File: src/rtl/seven_seg_capture_if.sv
// Display-line bundle between a 7-segment scan driver and its capture monitor.
// Carries the sampled pins plus the reassembled frame results.
interface seven_seg_capture_if;
  logic [3:0]  Anode_Activate_in;
  logic [6:0]  LED_out_in;
  logic [15:0] captured_bcd;
  logic [13:0] captured_value;
  logic        frame_valid;
  logic        frame_error;

  modport master (
    output Anode_Activate_in,
    output LED_out_in,
    input  captured_bcd,
    input  captured_value,
    input  frame_valid,
    input  frame_error
  );

  modport slave (
    input  Anode_Activate_in,
    input  LED_out_in,
    output captured_bcd,
    output captured_value,
    output frame_valid,
    output frame_error
  );
endinterface

File: src/rtl/seven_seg_capture.sv
// Captures a multiplexed 4-digit 7-segment scan back into BCD and binary.
// Each slot is accepted once after its pins stay stable for STABLE_CYCLES.
module seven_seg_capture #(
  parameter int STABLE_CYCLES = 1024,
  parameter int CNT_W         = 11
) (
  input  logic               clock_100Mhz,
  input  logic               reset,
  seven_seg_capture_if.slave bus
);

  typedef enum logic [1:0] {
    IDLE,
    COLLECT,
    CONVERT,
    DONE
  } state_t;

  localparam logic [CNT_W-1:0] CNT_MAX =
    CNT_W'(STABLE_CYCLES - 1);

  logic [10:0]      sync_q, sync_d;
  logic [10:0]      pair_q, pair_d;
  logic [10:0]      prev_q, prev_d;
  logic [CNT_W-1:0] cnt_q, cnt_d;
  logic             seen_q, seen_d;
  state_t           state_q, state_d;
  logic [1:0]       exp_q, exp_d;
  logic [1:0]       k_q, k_d;
  logic [3:0][3:0]  dig_q, dig_d;
  logic             err_q, err_d;
  logic [13:0]      acc_q, acc_d;
  logic [15:0]      bcd_q, bcd_d;
  logic [13:0]      val_q, val_d;
  logic             fv_q, fv_d;
  logic             fe_q, fe_d;

  logic [3:0]  anode;
  logic [6:0]  cath;
  logic [1:0]  slot;
  logic        slot_ok;
  logic        anode_bad;
  logic [3:0]  digit;
  logic        cath_bad;
  logic        stable;
  logic        accept;
  logic [13:0] acc_next;

  assign anode = pair_q[10:7];
  assign cath  = pair_q[6:0];

  always_comb begin
    slot      = 2'd0;
    slot_ok   = 1'b0;
    anode_bad = 1'b0;
    unique case (anode)
      4'b0111: begin slot = 2'd0; slot_ok = 1'b1; end
      4'b1011: begin slot = 2'd1; slot_ok = 1'b1; end
      4'b1101: begin slot = 2'd2; slot_ok = 1'b1; end
      4'b1110: begin slot = 2'd3; slot_ok = 1'b1; end
      4'b1111: anode_bad = 1'b0;
      default: anode_bad = 1'b1;
    endcase
  end

  always_comb begin
    digit    = 4'hF;
    cath_bad = 1'b0;
    unique case (cath)
      7'b0000001: digit = 4'd0;
      7'b1001111: digit = 4'd1;
      7'b0010010: digit = 4'd2;
      7'b0000110: digit = 4'd3;
      7'b1001100: digit = 4'd4;
      7'b0100100: digit = 4'd5;
      7'b0100000: digit = 4'd6;
      7'b0001111: digit = 4'd7;
      7'b0000000: digit = 4'd8;
      7'b0000100: digit = 4'd9;
      default:    cath_bad = 1'b1;
    endcase
  end

  assign stable   = (pair_q == prev_q);
  assign accept   = stable && (cnt_q == CNT_MAX)
                    && !seen_q && slot_ok;
  assign acc_next = (acc_q << 3) + (acc_q << 1)
                    + {10'd0, dig_q[k_q]};

  always_comb begin
    sync_d  = {bus.Anode_Activate_in, bus.LED_out_in};
    pair_d  = sync_q;
    prev_d  = pair_q;
    cnt_d   = cnt_q;
    seen_d  = seen_q;
    state_d = state_q;
    exp_d   = exp_q;
    k_d     = k_q;
    dig_d   = dig_q;
    err_d   = err_q;
    acc_d   = acc_q;
    bcd_d   = bcd_q;
    val_d   = val_q;
    fv_d    = 1'b0;
    fe_d    = 1'b0;

    if (stable) begin
      if (cnt_q != CNT_MAX) cnt_d = cnt_q + 1'b1;
    end else begin
      cnt_d  = '0;
      seen_d = 1'b0;
    end
    if (accept) seen_d = 1'b1;

    unique case (state_q)
      IDLE: begin
        if (accept && slot == 2'd0) begin
          dig_d[0] = digit;
          err_d    = cath_bad;
          exp_d    = 2'd1;
          state_d  = COLLECT;
        end
      end
      COLLECT: begin
        if (anode_bad) err_d = 1'b1;
        if (accept) begin
          if (slot == exp_q) begin
            dig_d[slot] = digit;
            err_d       = err_q | anode_bad | cath_bad;
            exp_d       = exp_q + 2'd1;
            if (slot == 2'd3) begin
              state_d = CONVERT;
              k_d     = 2'd0;
              acc_d   = '0;
            end
          end else if (slot == 2'd0) begin
            dig_d[0] = digit;
            err_d    = cath_bad;
            exp_d    = 2'd1;
          end else begin
            state_d = IDLE;
          end
        end
      end
      CONVERT: begin
        acc_d = acc_next;
        k_d   = k_q + 2'd1;
        // last step also loads the outputs so they show during DONE
        if (k_q == 2'd3) begin
          state_d = DONE;
          fv_d    = 1'b1;
          fe_d    = err_q;
          bcd_d   = {dig_q[0], dig_q[1], dig_q[2], dig_q[3]};
          val_d   = err_q ? 14'd0 : acc_next;
        end
      end
      DONE: state_d = IDLE;
      default: state_d = IDLE;
    endcase
  end

  always_ff @(posedge clock_100Mhz or negedge reset) begin
    if (!reset) begin
      sync_q  <= '1;
      pair_q  <= '1;
      prev_q  <= '1;
      cnt_q   <= '0;
      seen_q  <= 1'b0;
      state_q <= IDLE;
      exp_q   <= 2'd0;
      k_q     <= 2'd0;
      dig_q   <= '0;
      err_q   <= 1'b0;
      acc_q   <= '0;
      bcd_q   <= '0;
      val_q   <= '0;
      fv_q    <= 1'b0;
      fe_q    <= 1'b0;
    end else begin
      sync_q  <= sync_d;
      pair_q  <= pair_d;
      prev_q  <= prev_d;
      cnt_q   <= cnt_d;
      seen_q  <= seen_d;
      state_q <= state_d;
      exp_q   <= exp_d;
      k_q     <= k_d;
      dig_q   <= dig_d;
      err_q   <= err_d;
      acc_q   <= acc_d;
      bcd_q   <= bcd_d;
      val_q   <= val_d;
      fv_q    <= fv_d;
      fe_q    <= fe_d;
    end
  end

  assign bus.captured_bcd   = bcd_q;
  assign bus.captured_value = val_q;
  assign bus.frame_valid    = fv_q;
  assign bus.frame_error    = fe_q;

endmodule
File: src/flat_wrapper.sv
// flat-port wrapper written by rule: the top's interface ports become plain ports
module seven_seg_capture_flat 
#(
  parameter int STABLE_CYCLES = 1024,
  parameter int CNT_W         = 11
)
  (clock_100Mhz, reset, bus_Anode_Activate_in, bus_LED_out_in, bus_captured_bcd, bus_captured_value, bus_frame_valid, bus_frame_error);
  seven_seg_capture_if bus_i ();
  input  logic clock_100Mhz;
  input  logic reset;
  input wire logic [$bits(bus_i.Anode_Activate_in)-1:0] bus_Anode_Activate_in;
  input wire logic [$bits(bus_i.LED_out_in)-1:0] bus_LED_out_in;
  output wire logic [$bits(bus_i.captured_bcd)-1:0] bus_captured_bcd;
  output wire logic [$bits(bus_i.captured_value)-1:0] bus_captured_value;
  output wire logic [$bits(bus_i.frame_valid)-1:0] bus_frame_valid;
  output wire logic [$bits(bus_i.frame_error)-1:0] bus_frame_error;
  assign bus_i.Anode_Activate_in = bus_Anode_Activate_in;
  assign bus_i.LED_out_in = bus_LED_out_in;
  assign bus_captured_bcd = bus_i.captured_bcd;
  assign bus_captured_value = bus_i.captured_value;
  assign bus_frame_valid = bus_i.frame_valid;
  assign bus_frame_error = bus_i.frame_error;
  seven_seg_capture #(.STABLE_CYCLES(STABLE_CYCLES), .CNT_W(CNT_W)) u_core (.clock_100Mhz(clock_100Mhz), .reset(reset), .bus(bus_i));
endmodule
File: config.mk
export PLATFORM = sky130hd
export DESIGN_NAME = seven_seg_capture_flat
export DESIGN_NICKNAME = d
export VERILOG_FILES = /design/src/rtl/seven_seg_capture_if.sv /design/src/rtl/seven_seg_capture.sv /design/src/flat_wrapper.sv
export SDC_FILE = /design/constraint.sdc
export NUM_CORES = 1
export LEC_CHECK = 0
export CORE_UTILIZATION = 30
export CTS_BUF_LIST = sky130_fd_sc_hd__clkbuf_8
export CTS_CLUSTER_SIZE = 8
export DETAILED_ROUTE_END_ITERATION = 10
export SETUP_SLACK_MARGIN = 0.3
export SYNTH_ARGS = -nofsm -noshare
export SYNTH_HDL_FRONTEND = slang
export SYNTH_SLANG_ARGS = --single-unit
File: constraint.sdc
create_clock -name clock_100Mhz -period 7.8 [get_ports clock_100Mhz]
set_clock_uncertainty 0.15 [all_clocks]
set_input_delay 0.78 -clock clock_100Mhz [delete_from_list [all_inputs] [get_ports clock_100Mhz]]
set_output_delay 0.78 -clock clock_100Mhz [all_outputs]
set_load 0.05 [all_outputs]
==> summary.txt, run 1 <==
Timing
  – Final Slew Violations: 0
  – Sum of negative setup slack: 0 ps
  – Final WS setup: 4220 ps
  – Slew headroom: 0.390
  – Final critical-path required period: 3580 ps
  – Worst Tran Pin Value: 909 ps
  – Number of setup violations in the final report: 0
  – Period Utilization, post-route: 0.459
  – Final hold viol count: 0
  – Unrepaired setup endpoints after global routing: no
  – Fmax: 0.279 GHz

Route
  – Routed Antenna Nets: 0
  – Drc violations: 0
  – Routed via count divided by cell count: 4.83
  – Number of vias in the routed layout: 3553
  – First-pass DRT Iterations: 5
  – Total Wirelength: 10.8 mm
  – Number of DRC markers after the initial detailed-route iteration: 203
  – Average routed wire per standard cell: 14.7 um

Power and ir drop
  – Max rail drop VDD: 0.000106 V
  – LEAKAGE: 2.87 nW
  – Power density normalized to cell area: 191 nW/um^2

Yosys
  – Post-Syn Nets: 488
  – Post-synth ARST share: 1.00
  – Number of cells produced by synthesis: 449
  – Synth Register Bits: 113
  – Cell area after synthesis: 5360 sq um
  – Sequential cell area fraction in the yosys report: 0.535
  – Post-synthesis cell type with the largest combined area: sky130_fd_sc_hd__dfrtp_1
  – YS warnings: 0
  – Main area contributors after synthesis: sky130_fd_sc_hd__dfrtp_1 37%, sky130_fd_sc_hd__dfstp_2 16%, sky130_fd_sc_hd__mux2_2 6.9%
  – Number of distinct library cells after synthesis: 63
  – Post-synth top flop: sky130_fd_sc_hd__dfrtp_1
  – Mean cell area of the mapped netlist: 11.9 sq um
  – Cell types with the highest counts after synthesis: 80 x sky130_fd_sc_hd__dfrtp_1, 33 x sky130_fd_sc_hd__dfstp_2, 33 x sky130_fd_sc_hd__mux2_2, 29 x sky130_fd_sc_hd__nand2_1, 27 x sky130_fd_sc_hd__nor2_1
  – Portion of synthesized cell area occupied by the leading cell type: 0.373
  – Most used standard cell by instance count after synthesis: sky130_fd_sc_hd__dfrtp_1
  – EDFF count, synth: 0

Global route
  – Via count of the first global-routing pass: 3715
  – Antenna violations before repair: 0
  – All-Layer GR Usage: 0.130
  – Total grt overflow: 0
  – Maximum number of pins on one net before global-route repair: 70
  – Wire length of the first global-routing pass: 18.6 mm

CTS
  – TritonCTS clock tree: done
  – Number of clock buffers inserted by TritonCTS: 17
  – Clock transition at path regs: 70 ps
  – CTS sink cnt: 113
  – Number of resized instances in the post-cts repair step: 0
  – Clock Latency Late Sink: 440 ps
  – Cts hold-fix bufs: 0
  – Clk buf depth: 2
  – Setup bufs post-CTS: 0
  – Clock root buffer: sky130_fd_sc_hd__clkbuf_8
  – CTS H-tree lvls: 4

Place
  – Cell Count Post-Placement: 703
  – Gpl congestion: 0.808
  – Post-DP HPWL: 7.46 mm
  – Placement-stage worst setup slack: 4240 ps
  – # port buffers: 44

Setup path
  – Data required, critical path: 7970 ps
  – Signal arrival time at the worst endpoint: 3750 ps
  – Cell family with most CP delay: adder cells
  – Worst path cell trace: mux4_2 > inv_1 > fa_1 > fa_1 > nor2b_1 > o21ai_0 > a211oi_1 > o211ai_1 > and3b_1 > o41ai_1
  – Critical path endpoint category: register
  – Most frequent cell on the critical path: sky130_fd_sc_hd__fa_1
  – Type of element launching the critical path: register
  – Highest net fanout along the worst path: 6
  – Setup Crit Path Kind: reg2reg
  – Reg2Reg Setup Slack: 4220 ps
  – Max incr delay on CP: 570 ps
  – Slowest cell on the critical path: sky130_fd_sc_hd__mux4_2
  – Number of buffer and inverter instances along the worst setup path: 1

Cells and area
  – Count of filler cells inserted in the layout: 1672
  – Post-route core utilization: 0.371
  – Sequential Area: 2870 sq um
  – Total inserted antenna cells: 0
  – Area Overhead vs Synth: 20.2%
  – Share of final-layout standard cells stronger than drive strength 1: 0.224
  – Number of nets in the final layout: 536
  – Area of combinational cells with multiple inputs: 2340 sq um
  – Final Instance Count excl. Fillers: 735

Die
  – DIE HEIGHT: 136 um
  – Floorplan die width: 136 um
  – Area enclosed by the die boundary: 18400 sq um
  – Top Ports: 45
  – Area inside the core boundary: 17400 sq um
  – Effective utilization at floorplan: 0.309
  – Row Count: 48

Run status
  – Result of the run: completed

Hold path
  – Worst hold-check path type: in2async

Flow run
  – Max Cap Violations: 0
## worst paths after layout
kind                                            start                                         to  cells after the start
setup / recovery            u_core.k_q[0]$_DFFE_PN0P_  u_core.bus.captured_value[12]$_DFFE_PN0P_                     10
hold reg to reg            u_core.pair_d[9]$_DFF_PN1_                 u_core.pair_q[9]$_DFF_PN1_                      0
hold / removal                                  reset                u_core.cnt_q[4]$_DFFE_PN0P_                      1
min in group clock_100Mhz  u_core.pair_d[9]$_DFF_PN1_                 u_core.pair_q[9]$_DFF_PN1_                      0
max in group asynchronous                       reset    u_core.bus.captured_bcd[14]$_DFFE_PN0P_                      2
setup reg to reg            u_core.k_q[0]$_DFFE_PN0P_  u_core.bus.captured_value[12]$_DFFE_PN0P_                     10
## logic make-up (layout without fill, tap and decap cells)
logic type               Yosys count  in the layout  share of synthesized area
AO/OA/AOI/OAI                     90             90                      0.120
multiplexers                      39             39                     0.0899
AND/OR/NAND/NOR                  112            112                      0.109
XOR/XNOR                          32             32                     0.0523
flip-flops                       113            113                      0.535
buffers and inverters             36             97                     0.0285
adder cells (fa/ha/maj)           27             27                     0.0654
## power breakdown
group          leakage, nW  switching [mW]  internal (mW)
clock network        0.227           0.244          0.343
registers             1.47          0.0103          0.602
logic                 1.18          0.0210         0.0137
## cell usage in the layout (no fill, tap or decap), drive strengths merged, types with 18 or more instances in the layout
cell            n
clkbuf         20
clkdlybuf4s50  43
dfrtp          80
dfstp          33
ha             24
inv            25
mux2           33
nand2          29
nor2           27
o21ai          21
xor2           18
## stage by stage
step                      hold WS [ps]  power [mW]  area (sq um)
after global placement             196       0.657          6020
after CTS                          173        1.25          6440
after floorplan                    195       0.636          5360
after detailed placement           197       0.659          6020
after global routing               200        1.29          6440
final                              183        1.23          6440
## per-layer routing
metal  part of all wire  track usage  up-vias  wire [um]
li1                   -            -     1706          -
met1               0.47        0.165     1769       5060
met2               0.47        0.209       68       5110
met3              0.048       0.0374       10        516
met4              0.010       0.0506        0        113
met5                  0            0        -          0
## worst register-to-register path: cells and delay by family (launching register included)
family | cells | cell delay [ps]
and+or+nand+nor | 2 | 310
adders and majority gates | 2 | 940
DFF | 1 | 530
AOI/OAI and AO/OA | 4 | 880
muxes | 1 | 570
buffers and inverters | 1 | 90
## flip-flops by register name, summed over array words and instances (netlist names), named ones only
signal,count
u_core.acc_q,13
u_core.bus.captured_bcd,16
u_core.bus.captured_value,14
u_core.bus.frame_error,1
u_core.bus.frame_valid,1
u_core.cnt_q,11
u_core.dig_q,16
u_core.err_q,1
u_core.exp_q,2
u_core.k_q,2
u_core.pair_d,11
u_core.pair_q,11
u_core.prev_q,11
u_core.seen_q,1
u_core.state_q,1
## cell type report
type | count | area share
multi-input cells | 300 | 0.363
flip-flops and latches | 113 | 0.445
clock inverters | 12 | 0.0235
well taps | 225 | 0.0437
repair buffers | 47 | 0.0715
inverters | 18 | 0.0105
clock buffers | 20 | 0.0427
No activity file was read; power rests on OpenSTA's default activity.
==> inputs of run 2 (changes only) <==
clock period = 3.4 ns   (was 7.8 ns; I/O delays follow)
==> summary.txt, run 2 (synthesized netlist as in run 1, its figures left out) <==
Timing
  – Worst hold slack: 149 ps (-34.4 ps)
  – Period Utilization, post-route: 0.912 (+0.453)
  – Number of setup violations in the final report: 0 (unchanged)
  – Worst Tran Pin Value: 982 ps (+72.9 ps)
  – Sum of negative setup slack: 0 ps (unchanged)
  – Final hold viol count: 0 (unchanged)
  – Slew headroom: 0.345 (-0.0450)
  – Final Slew Violations: 0 (unchanged)
  – Fmax: 0.323 GHz (+15%)
  – Unrepaired setup endpoints after global routing: yes
  – Final critical-path required period: 3100 ps (-478 ps)

Setup path
  – Worst path cell trace: mux4_2 > ha_4 > ha_4 > inv_2 > fa_2 > nor2b_2 > o21ai_2 > a211oi_2 > o211ai_1 > and3b_1 > o32ai_1
  – Highest net fanout along the worst path: 4 (-2)
  – Signal arrival time at the worst endpoint: 3300 ps (-450 ps)
  – Setup Crit Path Kind: reg2reg
  – Slowest cell on the critical path: sky130_fd_sc_hd__mux4_2
  – Max incr delay on CP: 570 ps (about the same)
  – Cell count of the worst reg-to-reg path: 11 (+1)
  – Type of element launching the critical path: register
  – Critical path endpoint category: register
  – Worst reg2reg path startpoint: u_core.k_q[0]$_DFFE_PN0P_
  – Capture point of the worst reg-to-reg path: u_core.acc_q[12]$_DFFE_PN0P_
  – Most frequent cell on the critical path: sky130_fd_sc_hd__ha_4
  – Data required, critical path: 3600 ps (-4370 ps)
  – Reg2Reg Setup Slack: 300 ps (-3920 ps)

CTS
  – CTS H-tree lvls: 4 (unchanged)
  – TritonCTS clock tree: done
  – Clock Latency Late Sink: 440 ps (about the same)
  – CTS sink cnt: 113 (unchanged)
  – Clock transition at path regs: 70 ps (about the same)
  – Clk buf depth: 2 (unchanged)
  – Number of clock buffers inserted by TritonCTS: 17 (unchanged)
  – Clock root buffer: sky130_fd_sc_hd__clkbuf_8

Place
  – Gpl congestion: 0.862 (+6.6%)
  – Cell Count Post-Placement: 708 (+0.71%)
  – # port buffers: 44 (unchanged)
  – Post-DP HPWL: 7.51 mm (+0.58%)

Global route
  – Global-route track usage on met1: 0.177 (+0.0121)
  – All-Layer GR Usage: 0.133 (+0.00242)
  – Wire length of the first global-routing pass: 18.7 mm (+0.52%)
  – Antenna violations before repair: 0 (unchanged)
  – Total grt overflow: 0 (unchanged)
  – Global-route layer with the greatest usage: met2
  – Global routing usage on met2: 0.201 (-0.00765)
  – Met3 Resource Use GR: 0.0408 (+0.00337)
  – Via count of the first global-routing pass: 3677 (-1.0%)
  – Maximum number of pins on one net before global-route repair: 81 (+16%)

Flow run
  – Max Cap Violations: 0 (unchanged)

Route
  – Routed via count divided by cell count: 4.83 (about the same)
  – First-pass DRT Iterations: 5 (unchanged)
  – Total Wirelength: 11.0 mm (+2.1%)
  – Routed Antenna Nets: 0 (unchanged)
  – Drc violations: 0 (unchanged)
  – Number of DRC markers after the initial detailed-route iteration: 179 (-12%)
  – Number of vias in the routed layout: 3594 (+1.2%)
  – Average routed wire per standard cell: 14.8 um (+0.89%)

Power and ir drop
  – NetSw: 0.646 mW (+130%)
  – Power density normalized to cell area: 436 nW/um^2 (+130%)
  – Max rail drop VDD: 0.000216 V (+100%)
  – LEAKAGE: 2.92 nW (+1.6%)
  – Sequential share of power: 0.488 (-0.008)
  – Clock power frac: 0.483 (+0.008)
  – Switching Share: 0.225 (+0.00154)
  – Part of the total power dissipated in combinational logic: 0.029 (about the same)
  – Cell internal power dissipation: 2.23 mW (+130%)

Die
  – DIE HEIGHT: 136 um (unchanged)
  – Area inside the core boundary: 17400 sq um (unchanged)
  – Floorplan die width: 136 um (unchanged)
  – Effective utilization at floorplan: 0.309 (unchanged)
  – Row Count: 48 (unchanged)
  – Area enclosed by the die boundary: 18400 sq um (unchanged)
  – Top Ports: 45 (unchanged)

Cells and area
  – Highest-count cells in the layout ignoring fill and taps: 79 x sky130_fd_sc_hd__dfrtp_1, 43 x sky130_fd_sc_hd__clkdlybuf4s50_1, 33 x sky130_fd_sc_hd__mux2_2, 33 x sky130_fd_sc_hd__dfstp_2, 29 x sky130_fd_sc_hd__nand2_1
  – Leading cell type in the layout, fill and taps excluded: sky130_fd_sc_hd__dfrtp_1
  – Share of final-layout standard cells stronger than drive strength 1: 0.264 (+0.0404)
  – Area Overhead vs Synth: 23.3%
  – Final Instance Count excl. Fillers: 744 (+1.2%)
  – Post-route core utilization: 0.381 (+0.00952)
  – Total inserted antenna cells: 0 (unchanged)
  – Number of nets in the final layout: 545 (+1.7%)
  – Count of filler cells inserted in the layout: 1645 (-1.6%)

Hold path
  – Hold path endpoint: u_core.pair_d[0]$_DFF_PN1_
  – Worst hold-check path type: in2reg
  – Hold Path Depth: 1
  – Launch instance of the worst min-delay path: bus_LED_out_in[0]

Run status
  – Result of the run: completed
==> run 2: layout make-up <==
cell class / count / area [sq um] / share of cell area
clock buffers: 18 / 248 / 0.0375
well taps: 225 / 282 / 0.0426
multi-input cells: 300 / 2420 / 0.367
flip-flops and latches: 113 / 2870 / 0.434
inverters: 18 / 67.6 / 0.0102
clock inverters: 14 / 185 / 0.0280
repair buffers: 56 / 534 / 0.0808
==> run 2: worst max path at each step <==
stage,slack (ps),depth (start not counted),endpoint,from
after floorplan,300,11,u_core.bus.captured_value[12]$_DFFE_PN0P_,u_core.k_q[0]$_DFFE_PN0P_
after global placement,170,11,u_core.bus.captured_value[12]$_DFFE_PN0P_,u_core.k_q[0]$_DFFE_PN0P_
after detailed placement,40,11,u_core.bus.captured_value[12]$_DFFE_PN0P_,u_core.k_q[0]$_DFFE_PN0P_
after CTS,260,10,u_core.acc_q[12]$_DFFE_PN0P_,u_core.k_q[0]$_DFFE_PN0P_
after global routing,200,10,u_core.bus.captured_value[12]$_DFFE_PN0P_,u_core.k_q[0]$_DFFE_PN0P_
final,300,11,u_core.acc_q[12]$_DFFE_PN0P_,u_core.k_q[0]$_DFFE_PN0P_
==> run 2: through the flow <==
step	power, mW	setup WS (ps)	instance area [sq um]
after floorplan	1.46	303	5380
after global placement	1.51	174	6060
after detailed placement	1.51	43.0	6060
after CTS	2.92	263	6580
after global routing	3.00	203	6610
final	2.88	299	6610
==> run 2: per-layer routing <==
| layer | vias to the layer above | part of all wire |
|---|---|---|
| li1 | 1726 | - |
| met1 | 1782 | 0.48 |
| met2 | 67 | 0.46 |
| met3 | 19 | 0.040 |
| met4 | 0 | 0.015 |
| met5 | - | 0 |
==> run 2: what timing repair did <==
item,4_1_cts,5_1_grt
cloned,0,0
buffers inserted,2,1
pin swaps,9,12
endpoints found under the setup margin,9,13
gates resized for setup,15,7
hold endpoints to repair,45,0
hold buffers,1,0
==> run 2: worst max-delay path: cells and delay by family, from the launching register on <==
family | cells | cell delay (ps)
simple gates | 2 | 360
flops | 1 | 430
compound gates | 4 | 660
fa+ha+maj | 3 | 800
buf+inv | 1 | 40
mux | 1 | 570
==> run 2: power groups by stage <==
stage	combinational, mW	clock (mW)	sequential [mW]
2_1_floorplan	0.0456	0	1.41
3_5_place_dp	0.0842	0	1.43
3_3_place_gp	0.0824	0	1.43
5_1_grt	0.0949	1.50	1.41
6_report	0.0825	1.39	1.40
4_1_cts	0.0857	1.43	1.40
==> inputs of run 3 (changes only) <==
CORE_MARGIN = 1.5   (was unset)
==> summary.txt, run 3 (synthesized netlist as in run 1, its figures left out) <==
Setup path
  – Max incr delay on CP: 520 ps (-50 ps)
  – Reg2Reg Setup Slack: 290 ps (about the same)
  – Highest net fanout along the worst path: 3 (-1)
  – Crit path capture: u_core.acc_q[12]$_DFFE_PN0P_
  – Path length in cells of the critical path: 10 (-1)
  – Cell family with most CP delay: adder cells
  – Worst reg2reg path startpoint: u_core.k_q[0]$_DFFE_PN0P_
  – Crit path launch: u_core.k_q[0]$_DFFE_PN0P_
  – Type of element launching the critical path: register
  – Signal arrival time at the worst endpoint: 3300 ps (about the same)
  – Slowest cell on the critical path: sky130_fd_sc_hd__mux4_2
  – Setup Crit Path Kind: reg2reg
  – Worst path cell trace: mux4_2 > inv_2 > fa_1 > fa_2 > nor2b_2 > o21ai_2 > a211oi_2 > o211ai_1 > and3b_1 > o32ai_1
  – Number of buffer and inverter instances along the worst setup path: 1 (unchanged)
  – Capture point of the worst reg-to-reg path: u_core.acc_q[12]$_DFFE_PN0P_
  – Data required, critical path: 3590 ps (about the same)
  – Critical path endpoint category: register
  – Cell count of the worst reg-to-reg path: 10 (-1)

Die
  – Floorplan die width: 137 um (+0.74%)
  – DIE HEIGHT: 137 um (+0.74%)
  – Area enclosed by the die boundary: 18700 sq um (+1.5%)
  – Top Ports: 45 (unchanged)
  – Effective utilization at floorplan: 0.309 (unchanged)
  – Row Count: 48 (unchanged)
  – Area inside the core boundary: 17400 sq um (unchanged)

Timing
  – Fmax: 0.321 GHz (-0.39%)
  – Slew headroom: 0.505 (+0.159)
  – Number of setup violations in the final report: 0 (unchanged)
  – Worst hold slack: 156 ps (+7.30 ps)
  – Worst Tran Pin Value: 740 ps (-241 ps)
  – Final Slew Violations: 0 (unchanged)
  – Final critical-path required period: 3110 ps (+12.0 ps)
  – Period Utilization, post-route: 0.915 (+0.00352)
  – Final hold viol count: 0 (unchanged)
  – Sum of negative setup slack: 0 ps (unchanged)
  – Unrepaired setup endpoints after global routing: yes

Route
  – Routed Antenna Nets: 0 (unchanged)
  – Drc violations: 0 (unchanged)
  – Average routed wire per standard cell: 14.6 um (-1.3%)
  – Total Wirelength: 10.9 mm (-1.1%)
  – Number of vias in the routed layout: 3597 (+0.083%)
  – Routed via count divided by cell count: 4.83 (about the same)
  – First-pass DRT Iterations: 4 (-1)
  – Number of DRC markers after the initial detailed-route iteration: 222 (+24%)

CTS
  – Number of clock buffers inserted by TritonCTS: 17 (unchanged)
  – Clock Latency Late Sink: 440 ps (about the same)
  – CTS H-tree lvls: 4 (unchanged)
  – Clock transition at path regs: 70 ps (about the same)
  – CTS sink cnt: 113 (unchanged)
  – Clk buf depth: 2 (unchanged)
  – Clock root buffer: sky130_fd_sc_hd__clkbuf_8
  – TritonCTS clock tree: done

Global route
  – Antenna violations before repair: 0 (unchanged)
  – Total grt overflow: 0 (unchanged)
  – Via count of the first global-routing pass: 3673 (-0.11%)
  – Wire length of the first global-routing pass: 18.5 mm (-0.96%)
  – All-Layer GR Usage: 0.129 (-0.00362)
  – Maximum number of pins on one net before global-route repair: 63 (-22%)

Cells and area
  – Area of all placed cells without fillers: 6660 sq um (+0.83%)
  – Post-route core utilization: 0.384 (+0.00317)
  – Highest-count cells in the layout ignoring fill and taps: 79 x sky130_fd_sc_hd__dfrtp_1, 43 x sky130_fd_sc_hd__clkdlybuf4s50_1, 33 x sky130_fd_sc_hd__mux2_2, 33 x sky130_fd_sc_hd__dfstp_2, 29 x sky130_fd_sc_hd__nand2_1
  – Total inserted antenna cells: 0 (unchanged)
  – Area Overhead vs Synth: 24.3%
  – Leading cell type in the layout, fill and taps excluded: sky130_fd_sc_hd__dfrtp_1
  – Share of final-layout standard cells stronger than drive strength 1: 0.265 (+0.00142)
  – Number of nets in the final layout: 547 (+0.37%)

Power and ir drop
  – Power density normalized to cell area: 439 nW/um^2 (+0.87%)
  – Cell internal power dissipation: 2.32 mW (+3.8%)
  – LEAKAGE: 2.96 nW (+1.5%)
  – Max rail drop VDD: 0.000311 V (+44%)
  – Clock power frac: 0.492 (+0.009)
  – Sequential share of power: 0.480 (-0.008)
  – Part of the total power dissipated in combinational logic: 0.029 (about the same)
  – Power after layout: 2.93 mW (+1.7%)
  – Switching Share: 0.208 (-0.0162)
  – NetSw: 0.610 mW (-5.6%)

Flow run
  – Max Cap Violations: 0 (unchanged)

Run status
  – Result of the run: completed

Place
  – # port buffers: 44 (unchanged)
  – Gpl congestion: 0.843 (-2.1%)
  – Post-DP HPWL: 7.50 mm (-0.10%)
  – Post-place instance area: 6060 sq um (about the same)

Hold path
  – Worst hold-check path type: in2reg
[run 3: layout make-up]
| class | instances | area (sq um) |
|---|---|---|
| clock inverter | 12 | 194 |
| timing repair buffer | 58 | 566 |
| inverter | 18 | 67.6 |
| sequential | 113 | 2870 |
| multi-input combinational | 300 | 2420 |
| clock buffer | 19 | 262 |
| tap | 225 | 282 |
| fill | 1659 | 10700 |
[run 3: timing repair]
action / CTS / global route
hold buffers: 1 / 0
setup buffers: 5 / 2
endpoints found under the hold margin: 18 / 0
pin swaps: 11 / 10
setup endpoints to repair: 11 / 19
gates resized for setup: 14 / 11
[run 3: power by group through the flow]
stage,clock network [mW],registers (mW),logic [mW]
final,1.44,1.40,0.0835
after global routing,1.54,1.41,0.0964
after CTS,1.48,1.40,0.0865
after detailed placement,0,1.43,0.0851
after global placement,0,1.43,0.0830
after floorplan,0,1.41,0.0456
[run 3: routing by layer]
layer  share of wire  track usage  vias to the layer above  wire length [um]
li1                -            -                     1728                 -
met1            0.48        0.169                     1794              5240
met2            0.47        0.202                       61              5070
met3           0.041       0.0356                       14               449
met4           0.013       0.0508                        0               144
met5               0            0                        -                 0
[run 3: worst min-delay path by stage]
| stage | from | endpoint | slack (ps) | cells past startpoint |
|---|---|---|---|---|
| detailed placement | u_core.pair_d[9]$_DFF_PN1_ | u_core.pair_q[9]$_DFF_PN1_ | 200 | 0 |
| global route | bus_Anode_Activate_in[0] | u_core.pair_d[7]$_DFF_PN1_ | 130 | 1 |
| finish | bus_Anode_Activate_in[0] | u_core.pair_d[7]$_DFF_PN1_ | 160 | 1 |
| global placement | u_core.pair_d[4]$_DFF_PN1_ | u_core.pair_q[4]$_DFF_PN1_ | 200 | 0 |
| floorplan | reset | asynchronous set/reset pin | -110 | 0 |
| CTS | bus_Anode_Activate_in[1] | u_core.pair_d[8]$_DFF_PN1_ | 120 | 1 |
[run 3: stage by stage]
| step | setup slack, ps | std cells |
|---|---|---|
| 2_1_floorplan | 303 | 449 |
| 3_3_place_gp | 176 | 706 |
| 3_5_place_dp | 50.8 | 706 |
| 4_1_cts | 277 | 743 |
| 5_1_grt | 171 | 745 |
| 6_report | 288 | 745 |
